$ cat config.mk
export PLATFORM = sky130hd
export DESIGN_NAME = rsa_ctrl
export DESIGN_NICKNAME = d
export VERILOG_FILES = /design/src/rtl/rsa_ctrl.sv
export SDC_FILE = /design/constraint.sdc
export NUM_CORES = 1
export LEC_CHECK = 0
export BUFFER_PORTS_ARGS = -buffer_cell sky130_fd_sc_hd__buf_2
export CAP_MARGIN = 20
export CORE_ASPECT_RATIO = 1.25
export CORE_MARGIN = 4
export CORE_UTILIZATION = 30
export DETAILED_ROUTE_END_ITERATION = 8
export HOLD_SLACK_MARGIN = 0.03
export PLACE_DENSITY = 0.5
export REMOVE_ABC_BUFFERS = 1
export SETUP_SLACK_MARGIN = 0.05
export SLEW_MARGIN = 20
export SYNTH_ARGS = -nofsm -noshare
export SYNTH_HDL_FRONTEND = slang
export SYNTH_SLANG_ARGS = --single-unit
$ cat constraint.sdc
create_clock -name clk -period 2.95 [get_ports clk]
set_input_delay 0.295 -clock clk [delete_from_list [all_inputs] [get_ports clk]]
set_output_delay 0.295 -clock clk [all_outputs]
set_load 0.02 [all_outputs]
$ cat src/rtl/rsa_ctrl.sv
`default_nettype none
// +--------------------------------------------------------------------------+
// | Module   : rsa_ctrl                                                      |
// | Purpose  : RSA modular exponentiation sequencer C = M^E mod P. Drives a  |
// |            shared Montgomery multiplier through a left-to-right          |
// |            square-and-multiply loop that always walks all WIDTH bits.    |
// | Revision : 1.0 - initial release                                         |
// +--------------------------------------------------------------------------+
module rsa_ctrl #(
  parameter int WIDTH = 8
) (
  input  logic             clk,
  input  logic             nrst,
  input  logic             start,
  input  logic             clear,
  input  logic [WIDTH-1:0] p,
  input  logic [WIDTH-1:0] e,
  input  logic [WIDTH-1:0] m,
  input  logic [WIDTH-1:0] r2,
  output logic             mmm_start,
  output logic [WIDTH-1:0] mmm_a,
  output logic [WIDTH-1:0] mmm_b,
  output logic [WIDTH-1:0] mmm_p,
  input  logic             mmm_done,
  input  logic [WIDTH-1:0] mmm_r,
  output logic [WIDTH-1:0] c,
  output logic             busy,
  output logic             done,
  output logic             error
);

  localparam int IDX_W = (WIDTH > 1) ? $clog2(WIDTH) : 1;

  localparam logic [WIDTH-1:0] C_ONE   = WIDTH'(1);
  localparam logic [WIDTH-1:0] C_THREE = WIDTH'(3);
  localparam logic [IDX_W-1:0] C_MSB   = IDX_W'(WIDTH - 1);

  typedef enum logic [3:0] {
    S_IDLE  = 4'd0,
    S_CHECK = 4'd1,
    S_PRE_M = 4'd2,
    S_PRE_A = 4'd3,
    S_SQR   = 4'd4,
    S_MUL   = 4'd5,
    S_POST  = 4'd6,
    S_DONE  = 4'd7,
    S_ABORT = 4'd8
  } state_t;

  state_t            state_q, state_d;
  logic [WIDTH-1:0]  p_q, p_d;
  logic [WIDTH-1:0]  e_q, e_d;
  logic [WIDTH-1:0]  m_q, m_d;
  logic [WIDTH-1:0]  r2_q, r2_d;
  logic [WIDTH-1:0]  mbar_q, mbar_d;
  logic [WIDTH-1:0]  a_q, a_d;
  logic [IDX_W-1:0]  idx_q, idx_d;
  logic              pend_q, pend_d;
  logic [WIDTH-1:0]  c_q, c_d;
  logic              busy_q, busy_d;
  logic              done_q, done_d;
  logic              error_q, error_d;
  logic              mmm_start_q, mmm_start_d;
  logic [WIDTH-1:0]  mmm_a_q, mmm_a_d;
  logic [WIDTH-1:0]  mmm_b_q, mmm_b_d;
  logic [WIDTH-1:0]  mmm_p_q, mmm_p_d;

  logic w_ret;        // outstanding multiply completes this cycle
  logic w_bad_ops;    // latched operands unusable for Montgomery
  logic w_advance;    // move to the next exponent bit
  logic w_launch;     // issue a multiply on this edge
  logic w_mul_state;  // state_d is one of the multiply states

  assign w_ret     = pend_q & mmm_done;
  assign w_bad_ops = ~p_q[0] | (p_q < C_THREE) | (m_q >= p_q) | (r2_q >= p_q);

  // Next-state, datapath register and registered-output computation
  always_comb begin
    state_d     = state_q;
    p_d         = p_q;
    e_d         = e_q;
    m_d         = m_q;
    r2_d        = r2_q;
    mbar_d      = mbar_q;
    a_d         = a_q;
    idx_d       = idx_q;
    pend_d      = pend_q;
    c_d         = c_q;
    error_d     = error_q;
    mmm_a_d     = mmm_a_q;
    mmm_b_d     = mmm_b_q;
    mmm_p_d     = mmm_p_q;
    mmm_start_d = 1'b0;
    w_advance   = 1'b0;
    w_launch    = 1'b0;
    w_mul_state = 1'b0;

    // A returning result retires the outstanding multiply in every state,
    // including ABORT where the value is simply dropped.
    if (w_ret) begin
      pend_d = 1'b0;
    end

    case (state_q)
      S_IDLE: begin
        if (start && !clear) begin
          p_d     = p;
          e_d     = e;
          m_d     = m;
          r2_d    = r2;
          mmm_p_d = p;
          error_d = 1'b0;
          state_d = S_CHECK;
        end
      end
      S_CHECK: begin
        if (w_bad_ops) begin
          error_d = 1'b1;
          state_d = S_IDLE;
        end else begin
          idx_d   = C_MSB;
          state_d = S_PRE_M;
        end
      end
      S_PRE_M: begin
        if (w_ret) begin
          mbar_d  = mmm_r;
          state_d = S_PRE_A;
        end
      end
      S_PRE_A: begin
        if (w_ret) begin
          a_d     = mmm_r;
          state_d = S_SQR;
        end
      end
      S_SQR: begin
        if (w_ret) begin
          a_d = mmm_r;
          if (e_q[idx_q]) begin
            state_d = S_MUL;
          end else begin
            w_advance = 1'b1;
          end
        end
      end
      S_MUL: begin
        if (w_ret) begin
          a_d       = mmm_r;
          w_advance = 1'b1;
        end
      end
      S_POST: begin
        if (w_ret) begin
          c_d     = mmm_r;
          state_d = S_DONE;
        end
      end
      S_DONE: begin
        state_d = S_IDLE;
      end
      S_ABORT: begin
        if (!pend_q || mmm_done) begin
          state_d = S_IDLE;
        end
      end
      default: begin
        state_d = S_IDLE;
      end
    endcase

    // Leading zeros are still squared so latency depends only on popcount(E)
    if (w_advance) begin
      if (idx_q == '0) begin
        state_d = S_POST;
      end else begin
        idx_d   = idx_q - 1'b1;
        state_d = S_SQR;
      end
    end

    // Clear pre-empts everything; the result and error flag are left as they
    // were, and ABORT is only needed while a multiply is still in flight.
    if (clear && (state_q != S_IDLE) && (state_q != S_ABORT)) begin
      c_d     = c_q;
      error_d = error_q;
      state_d = pend_d ? S_ABORT : S_IDLE;
    end

    w_mul_state = (state_d == S_PRE_M) || (state_d == S_PRE_A) ||
                  (state_d == S_SQR)   || (state_d == S_MUL)   ||
                  (state_d == S_POST);
    w_launch    = w_mul_state && ((state_q == S_CHECK) || w_ret);

    // Operands come from the freshly computed A / Mbar so a multiply can be
    // issued on the same edge that the previous result is captured.
    if (w_launch) begin
      mmm_start_d = 1'b1;
      pend_d      = 1'b1;
      case (state_d)
        S_PRE_M: begin mmm_a_d = m_q;   mmm_b_d = r2_q;   end
        S_PRE_A: begin mmm_a_d = C_ONE; mmm_b_d = r2_q;   end
        S_SQR:   begin mmm_a_d = a_d;   mmm_b_d = a_d;    end
        S_MUL:   begin mmm_a_d = a_d;   mmm_b_d = mbar_d; end
        default: begin mmm_a_d = a_d;   mmm_b_d = C_ONE;  end
      endcase
    end

    done_d = (state_d == S_DONE);
    busy_d = (state_d != S_IDLE);
  end

  // State and datapath registers with asynchronous active-low reset
  always_ff @(posedge clk or negedge nrst) begin
    if (!nrst) begin
      state_q     <= S_IDLE;
      p_q         <= '0;
      e_q         <= '0;
      m_q         <= '0;
      r2_q        <= '0;
      mbar_q      <= '0;
      a_q         <= '0;
      idx_q       <= '0;
      pend_q      <= 1'b0;
      c_q         <= '0;
      busy_q      <= 1'b0;
      done_q      <= 1'b0;
      error_q     <= 1'b0;
      mmm_start_q <= 1'b0;
      mmm_a_q     <= '0;
      mmm_b_q     <= '0;
      mmm_p_q     <= '0;
    end else begin
      state_q     <= state_d;
      p_q         <= p_d;
      e_q         <= e_d;
      m_q         <= m_d;
      r2_q        <= r2_d;
      mbar_q      <= mbar_d;
      a_q         <= a_d;
      idx_q       <= idx_d;
      pend_q      <= pend_d;
      c_q         <= c_d;
      busy_q      <= busy_d;
      done_q      <= done_d;
      error_q     <= error_d;
      mmm_start_q <= mmm_start_d;
      mmm_a_q     <= mmm_a_d;
      mmm_b_q     <= mmm_b_d;
      mmm_p_q     <= mmm_p_d;
    end
  end

  assign mmm_start = mmm_start_q;
  assign mmm_a     = mmm_a_q;
  assign mmm_b     = mmm_b_q;
  assign mmm_p     = mmm_p_q;
  assign c         = c_q;
  assign busy      = busy_q;
  assign done      = done_q;
  assign error     = error_q;

endmodule
`default_nettype wire
### Word-level counts from Yosys, hierarchy flattened

Cells that the tools add are included.

* add/sub/neg operators: 1
* $mul: 0
* divide/modulo/power cells: 0
* magnitude comparators: 4
* eq/ne operators: 16
* shift operators: 0
* muxes and demuxes: 35
* bitwise logic cells: 6
* reductions and logical operators: 22

Operators with widths (number)
* $mux W4: 10
* $mux W8: 4
* $pmux W4 S8: 1
* $eq A4 B3 Y1 const B: 7
* $pmux W8 S3: 1
* $eq A4 B2 Y1 const B: 4
* $ge A8 B8 Y1: 2
* $pmux W8 S2: 1
* $mux W3: 4
* $mux W1: 9
* $lt A8 B2 Y1 const B: 1
* $reduce_bool A4 Y1: 2
* $logic_or A1 B1 Y1: 6
* $eq A4 B1 Y1 const B: 1
* $eq A4 B4 Y1 const B: 1
* $logic_and A1 B1 Y1: 4
* $logic_not A4 Y1: 1
* $lt A3 B4 Y1 const B: 1
* $mux W2: 2
* $ne A2 B2 Y1 const B: 2
* $ne A4 B4 Y1 const B: 1
* $pmux W1 S2: 2
* $reduce_and A4 Y1: 1
* $bmux W1 S3: 1
* other kinds (11): 15

* register bits after elaboration: 84
* latch bits: 0
* RAM bits: 0
* memory bits (read-only): 0
* input bits: 45
* output and inout port bits: 36
* memories: 0

### Depth between registers and ports, before layout

* word-level depth: 15
* mapped depth: 11
* depth with buffers taken out: 11

### Worst setup path before layout

No wires, ideal clock.

* path kind: register to register
* from: register mmm_p[0] (netlist name)
* to: register mmm_a_q[0] (netlist: mmm_a[0])
* library setup time: 0.125 ns
* data arrival time: 2.690 ns
* data required time: 2.825 ns
* path slack: 0.135 ns
* cell stages (with the launch flop): 11
* buffers on the path: 0
* clock period less this slack: 2.815 ns
* cells stage by stage: dfrtp_1 ha_1 nand2b_1 a21o_1 a211oi_1 o311a_2 nor3_4 nor4_4 o21ai_4 inv_8 mux2_4

RTL lines
* to (signal assigned): line 248 `mmm_a_q <= mmm_a_d;`
* to (decl): line 64 `logic [WIDTH-1:0] mmm_a_q, mmm_a_d;`

==> impl_metrics.csv <==
group,metric,value,unit
outcome,status,"finished clean",
synthesis,synth_edf_count,0,
global_routing,grt_pass1_wl,16800,um
sta,slew_headroom,66.2,%
synthesis,synth_seq_cells,84,
sta,drv_slew,0,
synthesis,yosysSeqAreaShare,50.6,%
setup_path,crit_buf_inv,0,
placed_design,gp_congestion,0.784,
sta,tightest_slew,506,ps
floorplanning,die_height,140,um
synthesis,yosys.cell_types.count,58,
floorplanning,die_area,15800,um^2
synthesis,synth_top_area_share,50.6,%
global_routing,grt_pass1_vias,3163,
placed_design,port-buffer-count,80,
synthesis,avgSynthCellArea,13.1,um^2
power,totalPowerFinal,5060,uW
placed_design,place_inst,569,
cells_and_area,final_util,38.0,%
cts,cts_buffer_depth,2,
synthesis,post-synth-top-count-cell,"dfrtp_1",
sta,min_period_over_period,90.0,%
power,power.static_leakage,0.00245,uW
sta,period_minus_slack,2660,ps
synthesis,synthCells,317,
setup_path,end_kind,"register",
floorplanning,fp.coreArea,13400,um^2
synthesis,yosysTopAreaCell,"dfrtp_1",
placed_design,dp.final_hpwl,7660,um
drt,drtIter0Drc,135,
setup_path,cpMaxStageDelayCell,"or4_1",
floorplanning,initial_core_util,31.0,%
setup_path,worstSetupPathType,"reg -> reg",
cells_and_area,n_antenna_cell,0,
synthesis,netlist_area,4160,um^2
drt,routedWlPerCell,17.0,um
setup_path,start_kind,"register",
global_routing,antenna_found_initial,0,
setup_path,arrival,2880,ps
sta,finalHoldViolCount,0,
run,cap_violations,0,
cts,cts_tree,"yes",
synthesis,ys_top_cells_by_area,"dfrtp_1, mux2_2, ha_1",
sta,setup_tns,0,ps
synthesis,synth_common_cells,"dfrtp_1, mux2_2, inv_1",
cts,cts_setup_buffers,0,
cells_and_area,fin_cells,585,
floorplanning,die_w,113,um
sta,fmax,377,MHz
synthesis,ys_dominant_reg_cell,"dfrtp_1",
cts,clk_latency,330,ps
sta,whs,189,ps
power,irDropWorstVdd,0.000459,V
global_routing,grt_util_all_layers,13.4,%
cts,cts-root-buf,"clkbuf_16",
synthesis,synth_compound_area_share,11.5,%
cells_and_area,fin_nets,473,
floorplanning,io_pins,81,
synthesis,synth_warnings,0,
drt,drtAntennaViolNets,0,
drt,drtPass1Iterations,5,
floorplanning,num_rows,47,
synthesis,synthXorXnorAreaFrac,0,%
cts,htree_levels,3,
setup_path,crit_path_cell_trace,"or4_1 > o41ai_2 > a31oi_1 > o311a_2 > o31a_2 > and2_1 > o2bb2ai_1 > mux2_4",
synthesis,synth-adder-area-share,5.42,%
worst_hold_path,hp-class,"in -> reg",
drt,num_vias,2844,
sta,finalSetupViolCount,0,
cts,cts.sinks,84,
setup_path,critical_path.max_stage_delay,530,ps
setup_path,required,3170,ps
setup_path,critPathTopFamily,"compound AO/OA/AOI/OAI gates",
synthesis,synthArstFlopShare,100,%
drt,wl,9950,um
drt,vias_per_cell,4.86,
drt,drc,0,
cts,cts_buffers,9,
sta,rsz0062_at_grt,"false",
sta,fin_skew,5.55,ps
setup_path,cp_max_fo,8,
cells_and_area,layout-drive-gt1-share,46.6,%
global_routing,grt_max_degree,49,
synthesis,synth_top_family_by_area,"multiplexers",
global_routing,grt.overflow.total,0,
synthesis,synth.area.mux_share,19.3,%
synthesis,synthSimpleGateAreaFrac,9.42,%
cells_and_area,area_delta_synth_final,22.4,%
cts,clkTransAtPathRegs,70,ps
power,power_density,993,nW/um^2
## cell type report
cell class / instances / area [um^2]
clock buffers: 9 / 225
well taps: 171 / 214
fillers: 1312 / 8320
repair buffers: 92 / 512
inverters: 22 / 90.1
flip-flops and latches: 84 / 2100
multi-input cells: 201 / 1900
clock inverters: 6 / 47.5
## placed cells by master (no fill, tap or decap), types with 2 or more instances in the layout
cell type  instances
nor2_1            13
a21o_1             2
nand2_1           11
nand4_1            3
a221oi_2           2
and2_1             3
mux2i_1            2
clkbuf_16          9
mux2_2            57
buf_2             79
o21ai_0            4
a211oi_1           2
ha_1              18
nor2b_1            3
inv_6              3
o2bb2ai_1         14
buf_4             10
or2_2              2
o21a_1             2
dfrtp_1           84
a31oi_1            2
nand3_1            2
or3_1              2
a21oi_1            6
mux2_4             8
inv_1             21
a222oi_1           7
nand2b_1           6
## metrics by stage
step / area, um^2 / worst slack (ps)
global placement: 4800 / 244
floorplan: 4090 / -195
finish: 5090 / 295
CTS: 5090 / 164
detailed placement: 4800 / 171
global route: 5090 / 63.1
## repair_timing
item,in CTS,in global routing
endpoints found under the hold margin,36,0
hold buffers,1,0
gates resized for setup,0,1
endpoints found under the setup margin,0,15
## worst paths after layout
check | end | depth (start not counted) | slack, ps | from
worst min register to register | mbar_q[1] | 1 | 500 | mbar_q[1]
max in group asynchronous | m_q[3] | 3 | 1850 | nrst
min in group asynchronous | e_q[7] | 2 | 470 | nrst
worst min-delay path | mmm_p[1] | 2 | 190 | p[1]
worst max-delay path | mmm_a[3] | 8 | 290 | mmm_p[3]
worst max register to register | mmm_a[3] | 8 | 290 | mmm_p[3]
## flip-flops by register name, summed over array words and instances, names as in the netlist
register / count
r2_q: 8
mmm_b: 8
mbar_q: 8
mmm_p: 8
mmm_a: 8
state_q: 4
m_q: 8
busy: 1
a_q: 8
e_q: 8
pend_q: 1
idx_q: 3
done: 1
mmm_start: 1
c: 8
error: 1
## routing by layer
metal | up-vias | part of all wire, % | global-route usage (%)
li1 | 1361 | - | -
met1 | 1404 | 44 | 17.3
met2 | 68 | 49 | 22.0
met3 | 11 | 5.2 | 3.34
met4 | 0 | 1.4 | 4.11
met5 | - | 0 | 0
## worst register-to-register path: cells and delay by family, from the launching register on
kind,cells,cell delay [ps]
flip-flops,1,420
AND/OR/NAND/NOR,2,800
multiplexers,1,260
AO/OA/AOI/OAI,5,1080
## power by group
group / switching, uW / internal [uW]
Combinational: 1060 / 969
Clock: 478 / 575
Sequential: 394 / 1580
Total: 1930 / 3120
## cells by family (layout without fill, tap and decap cells)
family,count (synthesis),count (layout)
AO/OA/AOI/OAI,55,55
AND/OR/NAND/NOR,60,60
adder cells (fa/ha/maj),18,18
flip-flops,84,84
multiplexers,68,68
buffers and inverters,32,129
No activity file was read; power rests on OpenSTA's default activity.
